File: src/rtl/point4_ifft_seq.sv
// point4_ifft_seq: sequential 4-point inverse FFT, radix-2 in two butterfly stages.
// Spectrum accepted through a valid/ready handshake, time samples returned the same way.
// Optional macro IFFT_SCALE_EN: apply the 1/4 normalisation (arithmetic shift right by 2).
module point4_ifft_seq #(
   parameter int N = 8
) (
   input  logic         clk,
   input  logic         rst,
   input  logic         in_valid,
   output logic         in_ready,
   input  logic [N:0]   F_0r,
   input  logic [N:0]   F_1r,
   input  logic [N:0]   F_2r,
   input  logic [N:0]   F_3r,
   input  logic [N:0]   F_0i,
   input  logic [N:0]   F_1i,
   input  logic [N:0]   F_2i,
   input  logic [N:0]   F_3i,
   output logic         out_valid,
   input  logic         out_ready,
   output logic [N+2:0] f_0r,
   output logic [N+2:0] f_1r,
   output logic [N+2:0] f_2r,
   output logic [N+2:0] f_3r,
   output logic [N+2:0] f_0i,
   output logic [N+2:0] f_1i,
   output logic [N+2:0] f_2i,
   output logic [N+2:0] f_3i
);

   typedef enum logic [1:0] {IDLE, STG1, STG2, HOLD} state_t;

   state_t state, state_nxt;

   logic [N:0]   x0r, x0i, x1r, x1i, x2r, x2i, x3r, x3i;
   logic [N+1:0] ar, ai, br, bi, cr, ci, dr, di;
   logic [N+2:0] y0r, y0i, y1r, y1i, y2r, y2i, y3r, y3i;

   function automatic logic [N+1:0] sx1(input logic [N:0] v);
      return {v[N], v};
   endfunction

   function automatic logic [N+2:0] sx2(input logic [N+1:0] v);
      return {v[N+1], v};
   endfunction

   // Floor-rounding divide by 4 when normalisation is enabled.
   function automatic logic [N+2:0] scl(input logic [N+2:0] v);
`ifdef IFFT_SCALE_EN
      return {v[N+2], v[N+2], v[N+2:2]};
`else
      return v;
`endif
   endfunction

   // State register.
   always_ff @(posedge clk or posedge rst) begin
      if (rst) state <= IDLE;
      else     state <= state_nxt;
   end

   // Next-state logic.
   always_comb begin
      state_nxt = state;
      case (state)
         IDLE:    if (in_valid) state_nxt = STG1;
         STG1:    state_nxt = STG2;
         STG2:    state_nxt = HOLD;
         HOLD:    if (out_ready) state_nxt = IDLE;
         default: state_nxt = IDLE;
      endcase
   end

   // Handshake outputs decoded from state; out_valid is high exactly while holding results.
   always_comb begin
      in_ready  = (state == IDLE);
      out_valid = (state == HOLD);
   end

   // Stage-2 butterflies with W^-1 = +j, optionally normalised.
   always_comb begin
      y0r = scl(sx2(ar) + sx2(cr));
      y0i = scl(sx2(ai) + sx2(ci));
      y2r = scl(sx2(ar) - sx2(cr));
      y2i = scl(sx2(ai) - sx2(ci));
      y1r = scl(sx2(br) - sx2(di));
      y1i = scl(sx2(bi) + sx2(dr));
      y3r = scl(sx2(br) + sx2(di));
      y3i = scl(sx2(bi) - sx2(dr));
   end

   // Input capture, stage-1 butterfly registers and output registers.
   always_ff @(posedge clk or posedge rst) begin
      if (rst) begin
         x0r <= '0; x0i <= '0; x1r <= '0; x1i <= '0;
         x2r <= '0; x2i <= '0; x3r <= '0; x3i <= '0;
         ar <= '0; ai <= '0; br <= '0; bi <= '0;
         cr <= '0; ci <= '0; dr <= '0; di <= '0;
         f_0r <= '0; f_0i <= '0; f_1r <= '0; f_1i <= '0;
         f_2r <= '0; f_2i <= '0; f_3r <= '0; f_3i <= '0;
      end else begin
         case (state)
            IDLE: if (in_valid) begin
               x0r <= F_0r; x0i <= F_0i; x1r <= F_1r; x1i <= F_1i;
               x2r <= F_2r; x2i <= F_2i; x3r <= F_3r; x3i <= F_3i;
            end
            STG1: begin
               ar <= sx1(x0r) + sx1(x2r); ai <= sx1(x0i) + sx1(x2i);
               br <= sx1(x0r) - sx1(x2r); bi <= sx1(x0i) - sx1(x2i);
               cr <= sx1(x1r) + sx1(x3r); ci <= sx1(x1i) + sx1(x3i);
               dr <= sx1(x1r) - sx1(x3r); di <= sx1(x1i) - sx1(x3i);
            end
            STG2: begin
               f_0r <= y0r; f_0i <= y0i; f_1r <= y1r; f_1i <= y1i;
               f_2r <= y2r; f_2i <= y2i; f_3r <= y3r; f_3i <= y3i;
            end
            default: ;
         endcase
      end
   end

endmodule

File: config.mk
export PLATFORM = sky130hd
export DESIGN_NAME = point4_ifft_seq
export DESIGN_NICKNAME = d
export VERILOG_FILES = /design/src/rtl/point4_ifft_seq.sv
export SDC_FILE = /design/constraint.sdc
export NUM_CORES = 1
export LEC_CHECK = 0
export CAP_MARGIN = 20
export CORE_ASPECT_RATIO = 1.1
export CORE_MARGIN = 8
export CORE_UTILIZATION = 55
export DETAILED_ROUTE_END_ITERATION = 7
export GPL_TIMING_DRIVEN = 0
export HOLD_SLACK_MARGIN = 0.1
export PLACE_DENSITY = 0.75
export REMOVE_ABC_BUFFERS = 1
export SLEW_MARGIN = 10
export SYNTH_ARGS = -nofsm -noshare
export SYNTH_HDL_FRONTEND = slang
export SYNTH_SLANG_ARGS = --single-unit
File: constraint.sdc
create_clock -name clk -period 11.95 [get_ports clk]
set_input_delay 2.39 -clock clk [delete_from_list [all_inputs] [get_ports clk]]
set_output_delay 2.39 -clock clk [all_outputs]
set_load 0.05 [all_outputs]
# After elaboration in Yosys (flattened, before gate mapping)
# Index checks and enable logic that the tools add are counted.
[totals] register_bits=242 wordCells=52 in_bits=76 out_inout_bits=90
[classes] n_mux=3 n_eq_ne=5 reduce_logical=3 addsub=16
[op_table] op="$add A10 B10 Y11" n=4
[op_table] op="$sub A10 B10 Y11" n=4
[op_table] op="$add A9 B9 Y10" n=4
[op_table] op="$sub A9 B9 Y10" n=4
[op_table] op="$pmux W2 S4" n=1
[op_table] op="$eq A2 B2 Y1 const B" n=2
[op_table] op="$mux W2" n=2
[op_table] op="$reduce_and A2 Y1" n=2
[op_table] op="$eq A2 B1 Y1 const B" n=1
[op_table] op="$logic_not A2 Y1" n=1
[op_table] op="$ne A2 B1 Y1 const B" n=1
[op_table] op="$ne A2 B2 Y1 const B" n=1

# Logic depth before layout (Yosys ltp)
# Gate-level depths: netlist (run 1).
[logic_depth] depth_word=3 depth_mapped=9 depth_no_buf=9

# Worst setup path after synthesis (run 1)
# Ideal clock, no wire load.
[synth_path] kind="input to register" start="in in_valid" end="reg x0i[0]" required_time_ps=11825 cell_stages=3 setup_ps=125 arrival_ps=3285 path_buffers=1 slack_ps=8540 path_cell_list="nand2_1 -> clkbuf_1 -> mux2_2"
[synth_via] elab_chain_len=1
[synth_rtl] item="from (decl)" line_no="9" source="input logic in_valid,"
[synth_rtl] item="$reduce_and A2 Y1 (no line)"
[synth_rtl] item="to (signal assigned)" line_no="104" source="x0r <= F_0r; x0i <= F_0i; x1r <= F_1r; x1i <= F_1i;"
[synth_rtl] item="to (decl)" line_no="35" source="logic [N:0] x0r, x0i, x1r, x1i, x2r, x2i, x3r, x3i;"
# Every way passes these cells.
# A chain may end at the register's enable or synchronous reset.

# Worst setup path after layout (run 1)
[layout_path] start="reg state[0]" end="out in_ready"
[layout_via] elab_chain_len=1
[layout_rtl] item="from (decl)" line_no="33" source="state_t state, state_nxt;"
[layout_rtl] item="from (signal assigned)" line_no="59" source="else state <= state_nxt;"
[layout_rtl] item="$logic_not A2 Y1" line_no="76" source="in_ready = (state == IDLE);"
[layout_rtl] item="to (decl)" line_no="10" source="output logic in_ready,"
# Every way passes these cells.

==> results of run 1 <==
-- state kept, by name, summed over array words and instances (netlist names), 11 cells and up --
signal  cells
f_0i       11
f_0r       11
f_1r       11
f_1i       11
-- routing by layer --
| metal | track usage [%] | share of wire, % |
|---|---|---|
| met3 | 3.175 | 4.5 |
| met4 | 5.841 | 2.4 |
| met1 | 28.10 | 44 |
| met2 | 37.80 | 49 |
| met5 | 0 | 0 |
-- cells by family after synthesis --
kind of cell | synth area share (%)
XOR/XNOR | 2.832
flip-flops | 37.13
adder cells (fa/ha/maj) | 14.41
multiplexers | 6.307
buffers and inverters | 6.219
AO/OA/AOI/OAI | 18.51
AND/OR/NAND/NOR | 14.60
-- per-stage QoR --
step	hold slack, ns	instance area (um^2)	setup slack [ns]	utilization [%]	instances
after floorplan	0.4772	15380	3.142	-	1602
after global routing	0.4940	18600	7.219	65.35	2191
after global placement	0.4643	17500	0.1467	61.47	2135
final	0.4831	18600	7.298	65.35	2191
after detailed placement	0.4722	17700	7.849	62.18	2142
after CTS	0.4853	18580	7.276	65.28	2190
-- path summary, 6_finish.rpt --
check,endpoint,from,slack [ns]
worst max-delay path,in_ready,state[0],7.30
worst min-delay path,f_1r[3],f_1r[3],0.48
worst max register to register,dr[9],state[1],8.98
worst min register to register,f_1r[3],f_1r[3],0.48
max in group asynchronous,f_3i[6],rst,8.85
min in group asynchronous,f_2i[6],rst,2.25
-- cell usage in the layout (no fill, tap or decap), types with 13 or more instances in the layout --
cell type / Yosys / routed
dfrtp_1: 234 / 234
clkdlybuf4s50_1: 0 / 165
inv_1: 156 / 155
ha_1: 156 / 154
nor2_1: 142 / 142
a21oi_1: 112 / 112
nand2_1: 90 / 89
mux2_2: 83 / 83
o21ai_0: 69 / 69
nor3_1: 52 / 52
xnor2_1: 44 / 44
nor2b_1: 36 / 36
o21a_1: 30 / 30
nand3_1: 30 / 30
a31oi_1: 27 / 27
clkbuf_16: 0 / 27
or3_1: 26 / 26
o211ai_1: 25 / 25
o31ai_1: 23 / 23
nand2b_1: 23 / 23
fa_1: 16 / 16
o21bai_1: 14 / 14
nor4_1: 14 / 14
a211oi_1: 13 / 13
a21o_1: 13 / 13
-- cell type report --
class,count,area (um^2)
Inverter,158,600.6
Sequential cell,234,5856
Clock inverter,6,80.08
Clock buffer,42,802.0
Tap cell,368,460.4
Timing Repair Buffer,173,1834
Multi-Input combinational cell,1210,8969
Fill cell,2369,9863
==> impl_metrics.toml, run 1 <==
[critical_path]
start_kind = "register"
r2r_cells = 8
crit_required_ns = 9.56
critPathMaxFanout = 4
crit_type = "reg -> out"
crit_cells = 3
crit_arrival_ns = 2.26
cp_cell_sequence = "inv_1 > ha_1 > clkdlybuf4s50_1"
cp_num_buf_inv = 2
worstSetupEndpointType = "output pin"
cpMaxStageDelayCell = "clkdlybuf4s50_1"
max_stage_delay_ns = 0.86
path_delay_family = "buffers and inverters"

[synth]
yosysTopAreaCellShare_pct = 37.13
synth-seq-cells = 234
post-synth-top-area-cell = "dfrtp_1"
ys_seq_area_share_pct = 37.13
synth.most_common_cell = "dfrtp_1"
ys_warn_count = 0
synth_area_leaders = "dfrtp_1 37%, ha_1 12%, mux2_2 5.9%"
yosys-top-cells-count = "234 x dfrtp_1, 156 x ha_1, 156 x inv_1"
ys_async_sr_fraction_pct = 100.0
syn_avg_cell_area_um2 = 9.311
yosysUniqueCellTypes = 79
netlist_area_um2 = 15770
synthFlopType = "dfrtp_1"
synth_enable_flop_cells = 0
synth_cells = 1694

[placed_design]
gp_congestion = 0.8575
port_buffers = 165
hpwl_um = 28270

[job]
drv_cap = 0

[sta]
finalSetupViolCount = 0
hold_viol = 0
max_freq_mhz = 215.0
setup_tns_ns = 0
tightest_slew_ns = 0.6839
rsz0062_at_grt = "false"
fin_crit_ns = 4.652
drv_slew = 0
final.period_utilization_pct = 38.93
finClkSkew_ns = 0.007680
relSlewSlack_pct = 54.41

[layout]
diodes = 0
drive_gt1_share_pct = 8.502
final_nets = 2051
area_growth_pct = 17.94

[global_routing]
grt_pass1_wl_um = 63540
grt_overflow_total = 0
antenna_found_initial = 0
grt.total_usage_pct = 21.89
grt_max_degree = 109
grt_pass1_vias = 12999

[clocking]
post_cts_buffers = 0
cts_buffer_depth = 3
ctsResizeCount = 0
clk_pin_slew_ns = 0.06
clock-sinks = 234
insertion_delay_ns = 0.53
cts.hold.buffers_added = 0
h-tree-depth = 1
cts_made_buffers = 26
cts_tree = "yes"
cts-root-buf = "clkbuf_16"

[floorplan]
fp.dieW_um = 177.5
start_util_pct = 55.41
die_h_um = 193.6
core_um2 = 28460
die_area_um2 = 34360
placementRows = 65
io-pin-count = 166

[detailed_routing]
detail-route-antenna-nets = 0
vias = 12680
viasPerCell = 5.787
finalWirelength_um = 38200
avgRoutedWirePerCell_um = 17.43
drtIter0Drc = 677
dr.pass1.iters = 5
drc = 0

[hold_path]
hold_depth = 1
min_path_type = "reg -> reg"

[status]
status = "completed"
Power of run 1 is left out: the tool's default activity adds up to more than one toggle a clock period on the data nets, which glitch-free logic cannot reach.
==> run 2, diff against run 1 <==
Settings changed: CORE_UTILIZATION 55 to 53.
Clock period 11.95 ns to 4.19 ns, I/O delays scaled along.
==> run 2 against run 1 <==
Against the previous run:
- clock-buffer cell count fell by 7
- global-route usage decreased by 0.64 points
- flip-flop and latch count unchanged
- register-to-register slack worse by 8.0 ns
==> impl_metrics.toml, run 2 (same netlist as run 1, synthesis figures left out) <==
[global_routing]
grt_pass1_wl_um = 63740
grt_pass1_vias = 12787
grt_overflow_total = 0
grt_max_degree = 101
grt.total_usage_pct = 21.26
antenna_found_initial = 0

[detailed_routing]
drtIter0Drc = 681
vias = 12711
viasPerCell = 5.788
finalWirelength_um = 38460
detail-route-antenna-nets = 0
avgRoutedWirePerCell_um = 17.51
drc = 0
dr.pass1.iters = 6

[layout]
area_growth_pct = 18.32
final_common_cell = "dfrtp_1"
diodes = 0
drive_gt1_share_pct = 8.672
final_cell_mix = "234 x dfrtp_1, 165 x clkdlybuf4s50_1, 155 x inv_1"
final_nets = 2050

[sta]
finalSetupViolCount = 0
fin_crit_ns = 3.187
finClkSkew_ns = 0.02081
drv_slew = 0
relSlewSlack_pct = 47.37
max_freq_mhz = 313.8
hold_viol = 0
rsz0062_at_grt = "false"
whs_ns = 0.4794
tightest_slew_ns = 0.7895
final.period_utilization_pct = 76.06

[critical_path]
critPathMaxFanout = 63
r2r_cells = 9
worstSetupEndpointType = "register"
crit_type = "reg -> reg"
crit_arrival_ns = 3.62
crit_required_ns = 4.62
start_kind = "register"

[clocking]
ctsResizeCount = 0
post_cts_buffers = 0
cts_tree = "yes"
cts_made_buffers = 27
insertion_delay_ns = 0.54
cts_buffer_depth = 3
clock-sinks = 234
cts-root-buf = "clkbuf_16"
clk_pin_slew_ns = 0.06
cts.hold.buffers_added = 0
h-tree-depth = 1

[status]
status = "completed"

[placed_design]
hpwl_um = 28290
gp_congestion = 0.8533
port_buffers = 165

[floorplan]
die_area_um2 = 35540
start_util_pct = 53.65
io-pin-count = 166
fp.dieW_um = 180.5
core_um2 = 29400
placementRows = 66
die_h_um = 196.9

[hold_path]
min_path_type = "reg -> reg"
hold_depth = 1

[job]
drv_cap = 0
-- run 2: critical path: stages (launching register included) --
cell and delay (ns):
dfrtp_1 0.42, inv_1 0.15, ha_4 0.56, buf_16 0.30
inv_2 0.22, buf_12 0.25, or4_1 0.55, a221o_1 0.27
a31o_2 0.22, o221ai_1 0.07
-- run 2: routing by layer --
metal	global-route usage, %	part of all wire (%)	vias to the layer above
met5	0	0	-
met4	6.158	2.2	0
met3	3.646	4.8	51
met2	37.51	49	284
met1	26.45	44	6147
li1	-	-	6229
-- run 2: final timing paths --
kind,startpoint,slack [ns],end
max,state[1],1.00,dr[9]
min,f_1r[4],0.48,f_1r[4]
max reg2reg,state[1],1.00,dr[9]
min reg2reg,f_1r[4],0.48,f_1r[4]
max in group asynchronous,rst,2.26,cr[4]
min in group asynchronous,rst,0.71,f_0i[2]
-- run 2: final cells by class --
type                            instances  area, um^2
Fill cell                            2454       10740
Multi-Input combinational cell       1210        8969
Sequential cell                       234        5856
Timing Repair Buffer                  171        1809
Clock buffer                           35       745.7
Inverter                              158       603.1
Tap cell                              374       467.9
Clock inverter                         14       212.7
-- run 2: through the flow --
stage / instances / util (%) / area, um^2 / setup TNS [ns] / setup WS [ns]
after floorplan: 1602 / - / 15380 / -720.05 / -3.066
after global placement: 2141 / 59.54 / 17500 / -1577.85 / -6.145
after detailed placement: 2146 / 60.15 / 17680 / 0 / 0.9071
after CTS: 2195 / 63.42 / 18640 / 0 / 0.8603
after global routing: 2196 / 63.48 / 18660 / 0 / 0.8056
final: 2196 / 63.48 / 18660 / 0 / 1.003
Power of run 2 is left out for the same reason.
==> RTL change 1: new RTL, settings of run 2 <==
Set the parameter `N` to 4 (it was 8).
--- a/src/rtl/point4_ifft_seq.sv
+++ b/src/rtl/point4_ifft_seq.sv
@@ -2,7 +2,7 @@
 // Spectrum accepted through a valid/ready handshake, time samples returned the same way.
 // Optional macro IFFT_SCALE_EN: apply the 1/4 normalisation (arithmetic shift right by 2).
 module point4_ifft_seq #(
-   parameter int N = 8
+   parameter int N = 4
 ) (
    input  logic         clk,
    input  logic         rst,
Interface: changed (16 resized); port bits go from 166 to 102. No check against the original RTL was run, so the function may have changed too.
==> RTL change 1 against run 2 <==
Worst setup slack better by 0.29 ns; wire length down 53%; sequential cell count down 96; via count down 53%; cell area down 45%; critical endpoint is now in_ready; area after synthesis down 47%; die area down 44%; clock skew down 0.013 ns.
Power is left out: the tool's default activity adds up to more than one toggle a clock period on the data nets, which glitch-free logic cannot reach.
==> RTL change 1: results (changes against run 2) <==
| Metric | Value |
|---|---|
| RR Endpoint | `br[5]$_DFFE_PP0N_` |
| Port bufs | `101 (-39%)` |
| Final non-filler cell total | `1098 (-50%)` |
| H-tree lvl count | `4 (+3)` |
| Status | `finished, final reports clean` |
| WHS | `0.493 ns (+0.0132 ns)` |
| First-pass GRT wire length | `30500 µm (-52%)` |
| Sequential fraction of the synthesis area | `0.413 (+0.0417)` |
| Worst path top cell family by delay | `buffers and inverters` |
| CTS Buf Count | `17 (-37%)` |
| Final GP Congestion | `0.844 (-1.1%)` |
| Hpwl dp | `12900 µm (-54%)` |
| Drt initial violations | `361 (-47%)` |
| Flop-to-flop setup slack | `1.39 ns (+0.39 ns)` |
| Fraction of layout cells with a size suffix above 1 | `0.106 (+0.0191)` |
| Critical Path Source | `state[0]$_DFFE_PP0P_` |
| CP max stage cell | `clkdlybuf4s50_1` |
| Share of flip-flops with an asynchronous set or reset | `1.00 (unchanged)` |
| # diodes | `0 (unchanged)` |
| Largest net degree at the start of global routing | `83 (-18%)` |
| Gr usage total | `0.189 (-0.0233)` |
| Post-CTS Resized | `0 (unchanged)` |
| Pre-antenna DRT Iters | `5 (-1)` |
| Vias per inst | `5.47 (-5.5%)` |
| Post-synth cell types | `51 (-35%)` |
| Nets | `1038 (-49%)` |
| Max incr delay on CP | `0.82 ns (+0.26 ns)` |
| Clk_skew | `0.00756 ns (-0.0133 ns)` |
| Setup repair bufs after CTS | `0 (unchanged)` |
| Slew Limit Headroom | `0.402 (-0.0716)` |
| Hold Path Origin | `f_0r[5]$_DFFE_PP0P_` |
| Number of global-route vias before repair | `6274 (-51%)` |
| Fillers | `1224 (-50%)` |
| Crit path max fanout | `4 (-94%)` |
| Drt wl/cell | `16.4 µm (-6.1%)` |
| Worst Reg-to-Reg Cells | `5 (-4)` |
| Antenna violations before repair | `0 (unchanged)` |
| Clock buffer depth | `2 (-1)` |
| WP data arrival | `2.06 ns (-1.56 ns)` |
| Hold WC Path Type | `reg2reg` |
| YS warnings | `0 (unchanged)` |
| Post-synth EDFFs | `0 (unchanged)` |
| Post-synthesis cell count | `800 (-53%)` |
| Ranking of synthesized cells by area | `dfrtp_1 (41%), ha_1 (14%), mux2_2 (6.9%)` |
| Hold Crit Endpoint | `f_0r[5]$_DFFE_PP0P_` |
| Clock latency on the worst-skew pair | `0.42 ns (-0.12 ns)` |
| Commonest cells post-synth | `dfrtp_1 (138), ha_1 (93), inv_1 (84)` |
| Synth top area share | `0.413 (+0.0417)` |
| # DRC | `0 (unchanged)` |
==> RTL change 1: worst max-delay path by stage <==
stage,to,depth (start not counted)
after CTS,in_ready,3
after detailed placement,br[5]$_DFFE_PP0N_,5
after global placement,f_3r[4]$_DFFE_PP0P_,2
final,in_ready,3
after global routing,br[5]$_DFFE_PP0N_,5
after floorplan,ai[0]$_DFFE_PP0N_,1
==> RTL change 1: metrics by stage <==
step / worst slack (ns) / util / area, µm²
floorplan: -0.344 / - / 8150
detailed placement: 1.39 / 0.610 / 9490
CTS: 1.27 / 0.655 / 10200
global placement: -2.30 / 0.605 / 9420
global route: 1.16 / 0.655 / 10200
finish: 1.30 / 0.655 / 10200
==> RTL change 1: logic make-up (layout without fill, tap and decap cells) <==
family	after synthesis	count (layout)	synth area share
flops	138	138	0.413
mux	56	56	0.0747
fa+ha+maj	109	109	0.177
simple gates	157	157	0.0917
xor+xnor	24	24	0.0251
compound gates	193	193	0.155
buf+inv	123	221	0.0634
==> RTL change 1: final cells by class <==
class	count	area [µm²]	share of cell area
tap	200	250	0.0246
clock buffer	19	453	0.0444
multi-input combinational	539	4400	0.431
clock inverter	13	245	0.0241
timing repair buffer	103	1070	0.105
sequential	138	3450	0.339
inverter	86	328	0.0322
==> RTL change 1: metal layers <==
layer / share of wire / track usage / wire [µm] / vias to the layer above
met3: 0.042 / 0.0441 / 752 / 25
li1: - / - / - / 2933
met5: 0 / 0 / 0 / -
met2: 0.50 / 0.325 / 9070 / 115
met4: 0.016 / 0.0639 / 292 / 0
met1: 0.44 / 0.227 / 7930 / 2931
==> RTL change 1: worst reg2reg max path: stages (launching register included) <==
cell and delay (ns):
dfrtp_1 0.43, inv_1 0.12, ha_2 0.74, inv_2 0.62
or4b_1 0.65, o21ai_0 0.16
==> RTL change 2: new RTL, config.mk and constraints of run 2 <==
Without the edit above. Make the reset (`rst`) synchronous in 2 clocked blocks.
--- a/src/rtl/point4_ifft_seq.sv
+++ b/src/rtl/point4_ifft_seq.sv
@@ -54,7 +54,7 @@
    endfunction
 
    // State register.
-   always_ff @(posedge clk or posedge rst) begin
+   always_ff @(posedge clk) begin
       if (rst) state <= IDLE;
       else     state <= state_nxt;
    end
@@ -90,7 +90,7 @@
    end
 
    // Input capture, stage-1 butterfly registers and output registers.
-   always_ff @(posedge clk or posedge rst) begin
+   always_ff @(posedge clk) begin
       if (rst) begin
          x0r <= '0; x0i <= '0; x1r <= '0; x1i <= '0;
          x2r <= '0; x2i <= '0; x3r <= '0; x3i <= '0;
Check against the original RTL: differs if rst is asserted again (counterexample within 4 cycles, from zero or initial values and one cycle with rst high); with rst held inactive, the same outputs for 4 cycles.
==> RTL change 2 against run 2 <==
Cell area shrank 2.9%; worst setup slack better by 0.17 ns; wire length rose by 6.5%; area after synthesis shrank 1.8%; sequential cell count unchanged; hold slack better by 0.00083 ns; cell count grew 10%; critical endpoint is now in_ready.
==> RTL change 2: results (changes against run 2) <==
| Metric | Value |
|---|---|
| Vias per inst | `5.86 (+1.2%)` |
| Drt wl/cell | `16.9 µm (-3.4%)` |
| Placed insts | `2372 (+11%)` |
| Ranking of synthesized cells by area | `dfxtp_1 (30%), ha_1 (13%), a21oi_1 (5.3%)` |
| Synth Flop Type | `dfxtp_1` |
| Hold Path Origin | `x2i[5]$_SDFFE_PP0P_` |
| Number of global-route vias before repair | `13600 (+6.6%)` |
| Worst Reg-to-Reg Cells | `8 (-1)` |
| Gr usage total | `0.226 (+0.0132)` |
| CTS Buf Count | `27 (unchanged)` |
| H-tree lvl count | `1 (unchanged)` |
| Largest net degree at the start of global routing | `141 (+40%)` |
| WHS | `0.480 ns (+0.000827 ns)` |
| Commonest cells post-synth | `dfxtp_1 (234), nor2_1 (212), nand2_1 (211)` |
| Hold WC Path Type | `reg2reg` |
| Antenna violations before repair | `0 (unchanged)` |
| Sequential fraction of the synthesis area | `0.303 (-0.0687)` |
| Crit path max fanout | `5 (-92%)` |
| Final GP Congestion | `0.886 (+3.8%)` |
| Hpwl dp | `28600 µm (+1.1%)` |
| DP Area | `17200 µm² (-2.9%)` |
| Share of flip-flops with an asynchronous set or reset | `0 (-1.00)` |
| Hold Crit Endpoint | `x2i[5]$_SDFFE_PP0P_` |
| Pre-antenna DRT Iters | `5 (-1)` |
| Leakage | `7.02 nW` |
| Fraction of layout cells with a size suffix above 1 | `0.0434 (-0.0434)` |
| WHS Path Cells | `2 (+1)` |
| First-pass GRT wire length | `67100 µm (+5.3%)` |
| Final wirelength | `41000 µm (+6.5%)` |
| Setup repair bufs after CTS | `0 (unchanged)` |
| Reg2reg start | `state[0]$_SDFFE_PP0P_` |
| Post-synthesis cell count | `1964 (+16%)` |
| Nets | `2281 (+11%)` |
| Clk_skew | `0.00819 ns (-0.0126 ns)` |
| Drt initial violations | `1130 (+66%)` |
| RR Endpoint | `f_0r[9]$_SDFFE_PP0P_` |
| WP data arrival | `2.18 ns (-1.44 ns)` |
| Status | `finished, final reports clean` |
RTL change 2: worst max path at each step:
stage / endpoint / slack (ns) / cells past startpoint
4_1_cts: in_ready / 1.16 / 3
3_5_place_dp: f_0r[9]$_SDFFE_PP0P_ / 0.80 / 7
3_3_place_gp: f_2r[10]$_SDFFE_PP0P_ / -10.58 / 5
5_1_grt: in_ready / 1.08 / 3
2_1_floorplan: f_0r[9]$_SDFFE_PP0P_ / -0.98 / 7
6_report: in_ready / 1.18 / 3
RTL change 2: stage by stage:
stage / setup TNS, ns / total power [mW]
final: 0 / 14.9
after global routing: 0 / 15.9
after CTS: 0 / 14.9
after detailed placement: 0 / 12.3
after global placement: -1226.51 / 12.2
after floorplan: -25.11 / 9.89
RTL change 2: routing by layer:
layer,vias up,routed length [µm],GRT usage
li1,7048,-,-
met1,6701,18800,0.303
met2,375,19300,0.377
met3,52,2100,0.0268
met5,-,0,0
met4,0,781,0.0561
RTL change 2: final cells by class:
type | instances | area [µm²]
Clock inverter | 12 | 146
Tap cell | 368 | 460
Fill cell | 2549 | 10600
Timing Repair Buffer | 170 | 1780
Multi-Input combinational cell | 1439 | 9640
Inverter | 161 | 607
Sequential cell | 234 | 4680
Clock buffer | 37 | 793
RTL change 2: power by group:
part | total [mW] | internal (mW) | switching [mW]
clock | 2.47 | 1.50 | 0.963
sequential | 3.66 | 3.00 | 0.662
combinational | 8.76 | 3.19 | 5.57
RTL change 2: critical path: stages, from the launching register on:
cell             delay [ns]
dfxtp_1                0.36
inv_1                  0.14
ha_1                   0.29
clkdlybuf4s50_1        0.85
RTL change 2: kinds of logic after synthesis:
| kind of cell | after synthesis | share of synthesized area |
|---|---|---|
| muxes | 22 | 0.0142 |
| DFF | 234 | 0.303 |
| buffers and inverters | 291 | 0.0769 |
| adders and majority gates | 172 | 0.147 |
| and+or+nand+nor | 662 | 0.197 |
| xor gates and xnor gates | 36 | 0.0204 |
| AOI/OAI and AO/OA | 547 | 0.242 |
